===== config.mk =====
export PLATFORM = sky130hd
export DESIGN_NAME = carrier_lock_ctrl_flat
export DESIGN_NICKNAME = d
export VERILOG_FILES = /design/src/rtl/carrier_lock_ctrl_if.sv /design/src/rtl/carrier_lock_ctrl.sv /design/src/flat_wrapper.sv
export SDC_FILE = /design/constraint.sdc
export NUM_CORES = 1
export LEC_CHECK = 0
export BUFFER_PORTS_ARGS = -buffer_cell sky130_fd_sc_hd__buf_4
export CORE_ASPECT_RATIO = 0.6
export CORE_MARGIN = 2
export CORE_UTILIZATION = 42
export DETAILED_ROUTE_END_ITERATION = 6
export PLACE_DENSITY_LB_ADDON = 0.1
export SYNTH_ARGS = -nofsm -noshare
export SYNTH_HDL_FRONTEND = slang
export SYNTH_SLANG_ARGS = --single-unit
export TNS_END_PERCENT = 1

===== constraint.sdc =====
create_clock -name clk -period 4.45 [get_ports clk]
set_clock_uncertainty 0.1 [all_clocks]
set_input_delay 0.445 -clock clk [delete_from_list [all_inputs] [get_ports clk]]
set_output_delay 0.445 -clock clk [all_outputs]
set_load 0.02 [all_outputs]

===== src/rtl/carrier_lock_ctrl_if.sv =====
// Sample input and lock-status bundle for the carrier lock controller.
// The master side feeds samples and restart; the slave side reports lock state.
interface carrier_lock_ctrl_if;
  logic               din_valid;
  logic signed [25:0] pd;
  logic               restart;
  logic [1:0]         state;
  logic [1:0]         gain_sel;
  logic signed [31:0] sweep;
  logic               locked;
  logic               win_done;
  logic [25:0]        metric;

  modport master (
    output din_valid, pd, restart,
    input  state, gain_sel, sweep, locked, win_done, metric
  );

  modport slave (
    input  din_valid, pd, restart,
    output state, gain_sel, sweep, locked, win_done, metric
  );
endinterface


===== src/rtl/carrier_lock_ctrl.sv =====
// Carrier lock controller: averages |pd| over fixed windows and steps a
// SEARCH/ACQ/TRACK/HOLD machine that drives the NCO sweep and loop gain.
module carrier_lock_ctrl #(
  parameter int WIN_LOG2   = 10,
  parameter int ACQ_TH     = 1 << 20,
  parameter int LOCK_TH    = 1 << 18,
  parameter int UNLOCK_TH  = 1 << 19,
  parameter int LOCK_CNT   = 4,
  parameter int LOSS_CNT   = 2,
  parameter int SWEEP_STEP = 4096,
  parameter int SWEEP_MAX  = 1 << 20
) (
  input logic                clk,
  input logic                rst,
  carrier_lock_ctrl_if.slave bus
);

  typedef enum logic [1:0] {
    SEARCH = 2'd0,
    ACQ    = 2'd1,
    TRACK  = 2'd2,
    HOLD   = 2'd3
  } state_t;

  localparam int          ACC_W    = 26 + WIN_LOG2;
  localparam logic [25:0] ACQ_T    = 26'(ACQ_TH);
  localparam logic [25:0] LOCK_T   = 26'(LOCK_TH);
  localparam logic [25:0] UNLOCK_T = 26'(UNLOCK_TH);
  localparam logic [3:0]  LOCK_N   = 4'(LOCK_CNT);
  localparam logic [3:0]  LOSS_N   = 4'(LOSS_CNT);

  logic [25:0]         mag;
  logic [ACC_W-1:0]    acc, acc_sum;
  logic [WIN_LOG2-1:0] cnt;
  logic                last;
  logic [25:0]         metric_q;
  logic                win_done_q;

  state_t             state_q, state_nxt;
  logic signed [31:0] sweep_q, sweep_nxt;
  logic signed [32:0] sweep_inc;
  logic [3:0]         good_q, good_nxt, good_inc;
  logic [3:0]         bad_q, bad_nxt, bad_inc;
  logic [1:0]         gain_q;
  logic               locked_q;

  function automatic logic [1:0] gain_of(state_t s);
    case (s)
      ACQ, HOLD: gain_of = 2'd1;
      TRACK:     gain_of = 2'd2;
      default:   gain_of = 2'd0;
    endcase
  endfunction

  // -2^25 has no positive twin in 26 bits, so it clips to 2^25-1.
  always_comb begin
    mag = $unsigned(bus.pd);
    if (bus.pd[25]) begin
      if (bus.pd[24:0] == 25'd0) mag = 26'h1FF_FFFF;
      else                       mag = $unsigned(-bus.pd);
    end
  end

  assign acc_sum = acc + {{WIN_LOG2{1'b0}}, mag};
  assign last    = bus.din_valid && (cnt == '1);

  always_ff @(posedge clk or negedge rst) begin
    if (!rst) begin
      acc        <= '0;
      cnt        <= '0;
      metric_q   <= '0;
      win_done_q <= 1'b0;
    end else if (bus.restart) begin
      acc        <= '0;
      cnt        <= '0;
      win_done_q <= 1'b0;
    end else begin
      win_done_q <= 1'b0;
      if (bus.din_valid) begin
        if (last) begin
          metric_q   <= acc_sum[ACC_W-1:WIN_LOG2];
          acc        <= '0;
          cnt        <= '0;
          win_done_q <= 1'b1;
        end else begin
          acc <= acc_sum;
          cnt <= cnt + 1'b1;
        end
      end
    end
  end

  assign sweep_inc = 33'(sweep_q) + 33'(SWEEP_STEP);
  assign good_inc  = good_q + 4'd1;
  assign bad_inc   = bad_q + 4'd1;

  // The machine only moves on the cycle after a window completes.
  always_comb begin
    state_nxt = state_q;
    sweep_nxt = sweep_q;
    good_nxt  = good_q;
    bad_nxt   = bad_q;
    if (bus.restart) begin
      state_nxt = SEARCH;
      sweep_nxt = '0;
      good_nxt  = '0;
      bad_nxt   = '0;
    end else if (win_done_q) begin
      case (state_q)
        SEARCH: begin
          if (metric_q >= ACQ_T) begin
            if (sweep_inc > 33'(SWEEP_MAX)) sweep_nxt = 32'(-SWEEP_MAX);
            else                            sweep_nxt = sweep_inc[31:0];
          end else begin
            state_nxt = ACQ;
            good_nxt  = '0;
          end
        end
        ACQ: begin
          if (metric_q < LOCK_T) begin
            if (good_inc == LOCK_N) begin
              state_nxt = TRACK;
              good_nxt  = '0;
              bad_nxt   = '0;
            end else begin
              good_nxt = good_inc;
            end
          end else if (metric_q >= ACQ_T) begin
            state_nxt = SEARCH;
            good_nxt  = '0;
          end else begin
            good_nxt = '0;
          end
        end
        TRACK: begin
          if (metric_q >= UNLOCK_T) begin
            if (bad_inc == LOSS_N) begin
              state_nxt = HOLD;
              bad_nxt   = '0;
            end else begin
              bad_nxt = bad_inc;
            end
          end else begin
            bad_nxt = '0;
          end
        end
        HOLD: begin
          if (metric_q < UNLOCK_T) begin
            state_nxt = TRACK;
            bad_nxt   = '0;
          end else begin
            state_nxt = SEARCH;
            sweep_nxt = '0;
            good_nxt  = '0;
          end
        end
        default: state_nxt = SEARCH;
      endcase
    end
  end

  always_ff @(posedge clk or negedge rst) begin
    if (!rst) begin
      state_q  <= SEARCH;
      sweep_q  <= '0;
      good_q   <= '0;
      bad_q    <= '0;
      gain_q   <= 2'd0;
      locked_q <= 1'b0;
    end else begin
      state_q  <= state_nxt;
      sweep_q  <= sweep_nxt;
      good_q   <= good_nxt;
      bad_q    <= bad_nxt;
      gain_q   <= gain_of(state_nxt);
      locked_q <= (state_nxt == TRACK);
    end
  end

  assign bus.state    = state_q;
  assign bus.gain_sel = gain_q;
  assign bus.sweep    = sweep_q;
  assign bus.locked   = locked_q;
  assign bus.win_done = win_done_q;
  assign bus.metric   = metric_q;

endmodule


===== src/flat_wrapper.sv =====
// flat-port wrapper written by rule: the top's interface ports become plain ports
module carrier_lock_ctrl_flat 
#(
  parameter int WIN_LOG2   = 10,
  parameter int ACQ_TH     = 1 << 20,
  parameter int LOCK_TH    = 1 << 18,
  parameter int UNLOCK_TH  = 1 << 19,
  parameter int LOCK_CNT   = 4,
  parameter int LOSS_CNT   = 2,
  parameter int SWEEP_STEP = 4096,
  parameter int SWEEP_MAX  = 1 << 20
)
  (clk, rst, bus_din_valid, bus_pd, bus_restart, bus_state, bus_gain_sel, bus_sweep, bus_locked, bus_win_done, bus_metric);
  carrier_lock_ctrl_if bus_i ();
  input logic clk;
  input logic rst;
  input wire logic [$bits(bus_i.din_valid)-1:0] bus_din_valid;
  input wire logic [$bits(bus_i.pd)-1:0] bus_pd;
  input wire logic [$bits(bus_i.restart)-1:0] bus_restart;
  output wire logic [$bits(bus_i.state)-1:0] bus_state;
  output wire logic [$bits(bus_i.gain_sel)-1:0] bus_gain_sel;
  output wire logic [$bits(bus_i.sweep)-1:0] bus_sweep;
  output wire logic [$bits(bus_i.locked)-1:0] bus_locked;
  output wire logic [$bits(bus_i.win_done)-1:0] bus_win_done;
  output wire logic [$bits(bus_i.metric)-1:0] bus_metric;
  assign bus_i.din_valid = bus_din_valid;
  assign bus_i.pd = bus_pd;
  assign bus_i.restart = bus_restart;
  assign bus_state = bus_i.state;
  assign bus_gain_sel = bus_i.gain_sel;
  assign bus_sweep = bus_i.sweep;
  assign bus_locked = bus_i.locked;
  assign bus_win_done = bus_i.win_done;
  assign bus_metric = bus_i.metric;
  carrier_lock_ctrl #(.WIN_LOG2(WIN_LOG2), .ACQ_TH(ACQ_TH), .LOCK_TH(LOCK_TH), .UNLOCK_TH(UNLOCK_TH), .LOCK_CNT(LOCK_CNT), .LOSS_CNT(LOSS_CNT), .SWEEP_STEP(SWEEP_STEP), .SWEEP_MAX(SWEEP_MAX)) u_core (.clk(clk), .rst(rst), .bus(bus_i));
endmodule

==> impl_metrics.env <==
export IMPL_status="finished, violations left"
export IMPL_violations="setup timing"
export IMPL_crit_top_cell="or3_4"
export IMPL_nFillCells=1653
export IMPL_synth_top_area_cell="dfrtp_1"
export IMPL_critPathSlowestCell="or4_1"
export IMPL_synth_edff_count=0
export IMPL_cp_end_kind="register"
export IMPL_rows=37
export IMPL_slew_headroom_pct=32.28
export IMPL_grt_max_degree=54
export IMPL_critPathLaunchType="input pin"
export IMPL_total_leakage_power_nw=4.532
export IMPL_p_per_area_mw_per_mm2=285.3
export IMPL_syn_avg_cell_area_um2=8.188
export IMPL_drtPass1Iterations=7
export IMPL_finalWirelength_um=21160
export IMPL_stdcell_area_mm2=0.009537
export IMPL_syn_area_mm2=0.007541
export IMPL_ios=94
export IMPL_via_per_inst=5.616
export IMPL_crit_required_ns=4.64
export IMPL_rsz0062_at_grt="yes"
export IMPL_cts_buffer_depth=2
export IMPL_ys_warn_count=0
export IMPL_ant_nets=0
export IMPL_start_util_pct=43.44
export IMPL_port_buffers=81
export IMPL_synth_most_common_cell="nand2_1"
export IMPL_nNetsFinal=1166
export IMPL_drv_cap=0
export IMPL_min_path_type="input pin to async pin"
export IMPL_tightest_slew_ns=1.011
export IMPL_synth_yosys_seq_area_share_pct=34.51
export IMPL_cts_htree_levels=3
export IMPL_diodes=0
export IMPL_grt_use_total_pct=23.33
export IMPL_cts_buffers=9
export IMPL_ys_ff_latch=104
export IMPL_antenna_found_initial=0
export IMPL_slowest_delay_ns=0.46
export IMPL_hold_violations=0
export IMPL_crit_buf_inv=1
export IMPL_path_max_fanout=14
export IMPL_path_delay_family="simple AND/OR/NAND/NOR gates"
export IMPL_fin_crit_ns=4.733
export IMPL_setup_violations=21
export IMPL_fp_coreArea_mm2=0.01736
export IMPL_clock_root_buffer="clkbuf_16"
export IMPL_timing_final_crit_share_pct=106.4
export IMPL_cts_tree="done"
export IMPL_wl_per_cell_um=15.89
export IMPL_dpl_cell_area_mm2=0.009194
export IMPL_synthTopCellsByArea="dfrtp_1 35%, ha_1 7.0%, o21ai_0 7.0%"
export IMPL_grt_first_pass_wirelength_um=35550
export IMPL_clock_latency_ns=0.35
export IMPL_place_gp_congestion=0.8968
export IMPL_syn_to_final_growth_pct=26.46
export IMPL_max_freq_ghz=0.2113
export IMPL_synth_cell_type_count=66
export IMPL_drive_gt1_share_pct=24.23
export IMPL_cp_data_arrival_time_ns=4.93
export IMPL_drc=0
export IMPL_setup_ws_ns=-0.2831
export IMPL_path_cells="buf_4 > or3_4 > or3_4 > or3_4 > or4_4 > or3_4 > or3_4 > o21a_1 > o21a_1 > ha_4 > and3_4 > a221oi_2 > a21boi_1 > a31oi_1 > o211ai_1 > and2_4 > or4_1 > nand3_1"
export IMPL_hpwl_um=15950
export IMPL_hold_ws_ns=0.05079
export IMPL_die_h_um=107.8
export IMPL_postLayoutCoreUtil_pct=54.93
export IMPL_post_cts_buffers=0
export IMPL_clk_pin_slew_ns=0.08
export IMPL_overflow=0
export IMPL_yosys_area_top_type_share_pct=34.51
export IMPL_drt_iter0_drc=787
export IMPL_ys_top_cells_by_count="124 x nand2_1, 105 x o21ai_0, 104 x dfrtp_1, 65 x nor2_1, 61 x a21oi_1"
export IMPL_vias=7481
export IMPL_critPathKind="input pin to register"
export IMPL_cts_sinks=104
export IMPL_die_area_mm2=0.01908
export IMPL_synth_flop_cell="dfrtp_1"
export IMPL_slew_viol_final=0
export IMPL_peakVddDrop_v=0.0001787
export IMPL_fp_dieW_um=177.0
export IMPL_async_reset_ff_share_pct=100.0
export IMPL_first_global_vias=6652
export IMPL_syn_inst=921
[through the flow]
step | TNS (ns) | setup slack, ns | std cells | total power [mW]
global placement | -18.22 | -0.5541 | 1316 | 1.901
global route | -10.89 | -0.5187 | 1332 | 2.890
floorplan | -5.107 | -0.4176 | 932 | 1.524
detailed placement | -19.86 | -0.6207 | 1316 | 1.903
CTS | -3.141 | -0.2511 | 1332 | 2.725
finish | -3.116 | -0.2831 | 1332 | 2.721
[sequential cells by signal, indices dropped and copies added, names as in the netlist]
| name | cells |
|---|---|
| u_core.bus.state | 1 |
| u_core.acc | 36 |
| u_core.bad_q | 4 |
| u_core.bus.gain_sel | 2 |
| u_core.bus.sweep | 20 |
| u_core.bus.win_done | 1 |
| u_core.cnt | 10 |
| u_core.bus.metric | 26 |
| u_core.good_q | 4 |
[path summary, 6_finish.rpt]
kind / start / to / slack [ns] / cells past startpoint
hold reg to reg: u_core.bus.metric[7] / u_core.bus.metric[7] / 0.38 / 2
min in group clk: bus_restart / u_core.cnt[8] / 0.30 / 2
max in group asynchronous: rst / u_core.acc[22] / 3.35 / 2
setup reg to reg: u_core.bus.sweep[13] / u_core.bus.sweep[21] / 1.36 / 10
hold / removal: rst / u_core.cnt[2] / 0.05 / 1
setup / recovery: bus_pd[2] / u_core.acc[35] / -0.28 / 18
[worst reg2reg max path: stages, from the launching register on]
cell	delay [ns]
dfrtp_1	0.48
ha_1	0.30
nand3_1	0.16
nor3_1	0.18
buf_4	0.22
nand4_1	0.17
and4b_1	0.23
o211ai_1	0.35
nor3_1	0.07
or3_1	0.55
o311ai_0	0.18
[power by group]
| part | internal [mW] | switching [mW] | total, mW |
|---|---|---|---|
| registers | 0.990 | 0.0375 | 1.03 |
| clock network | 0.437 | 0.378 | 0.815 |
| logic | 0.432 | 0.446 | 0.878 |
| total | 1.86 | 0.862 | 2.72 |
[area by class of cell]
class | instances | area [um2] | area share [%]
flip-flops and latches | 104 | 2603 | 27.29
clock inverters | 7 | 72.57 | 0.7610
well taps | 234 | 292.8 | 3.070
multi-input cells | 750 | 4715 | 49.44
clock buffers | 9 | 225.2 | 2.362
inverters | 22 | 82.58 | 0.8659
repair buffers | 206 | 1546 | 16.22
[routing by layer]
metal / part of all wire (%) / vias up / global-route usage, %
met5: 0 / - / 0
met4: 0.67 / 0 / 3.483
met3: 5.9 / 12 / 4.484
met2: 37 / 220 / 30.04
met1: 56 / 3516 / 39.16
li1: - / 3733 / -
[timing repair]
action,CTS,global route
resized for setup,4,12
pin swaps,0,1
endpoints found under the setup margin,31,48
hold buffers,0,0
gates cloned,0,0
[layout by cell type, fill, tap and decap left out, types with 9 or more instances in the layout]
cell,count
buf_4,206
nand2_1,123
dfrtp_1,104
o21ai_0,100
nor2_1,64
a21oi_1,58
ha_1,41
nand3_1,31
inv_1,21
and3_1,20
a31oi_1,19
xnor2_1,18
nor3_1,17
a22o_1,17
nand4_1,16
a21o_1,16
conb_1,12
mux2_2,11
or3_1,10
xor2_1,10
o211ai_1,10
o41ai_1,9
or4_1,9
and2_1,9
clkbuf_16,9
[cells by family (layout without fill, tap and decap cells)]
logic type | Yosys count | in the layout | share of synthesized area (%)
DFF | 104 | 104 | 34.51
buffers and inverters | 78 | 244 | 4.662
and+or+nand+nor | 354 | 354 | 23.30
xor gates and xnor gates | 28 | 28 | 3.252
muxes | 12 | 12 | 1.775
adders and majority gates | 43 | 43 | 7.234
other | 1 | 12 | 0.04973
AOI/OAI and AO/OA | 301 | 301 | 25.22
Note: power is estimated with default switching activity, not from simulation.
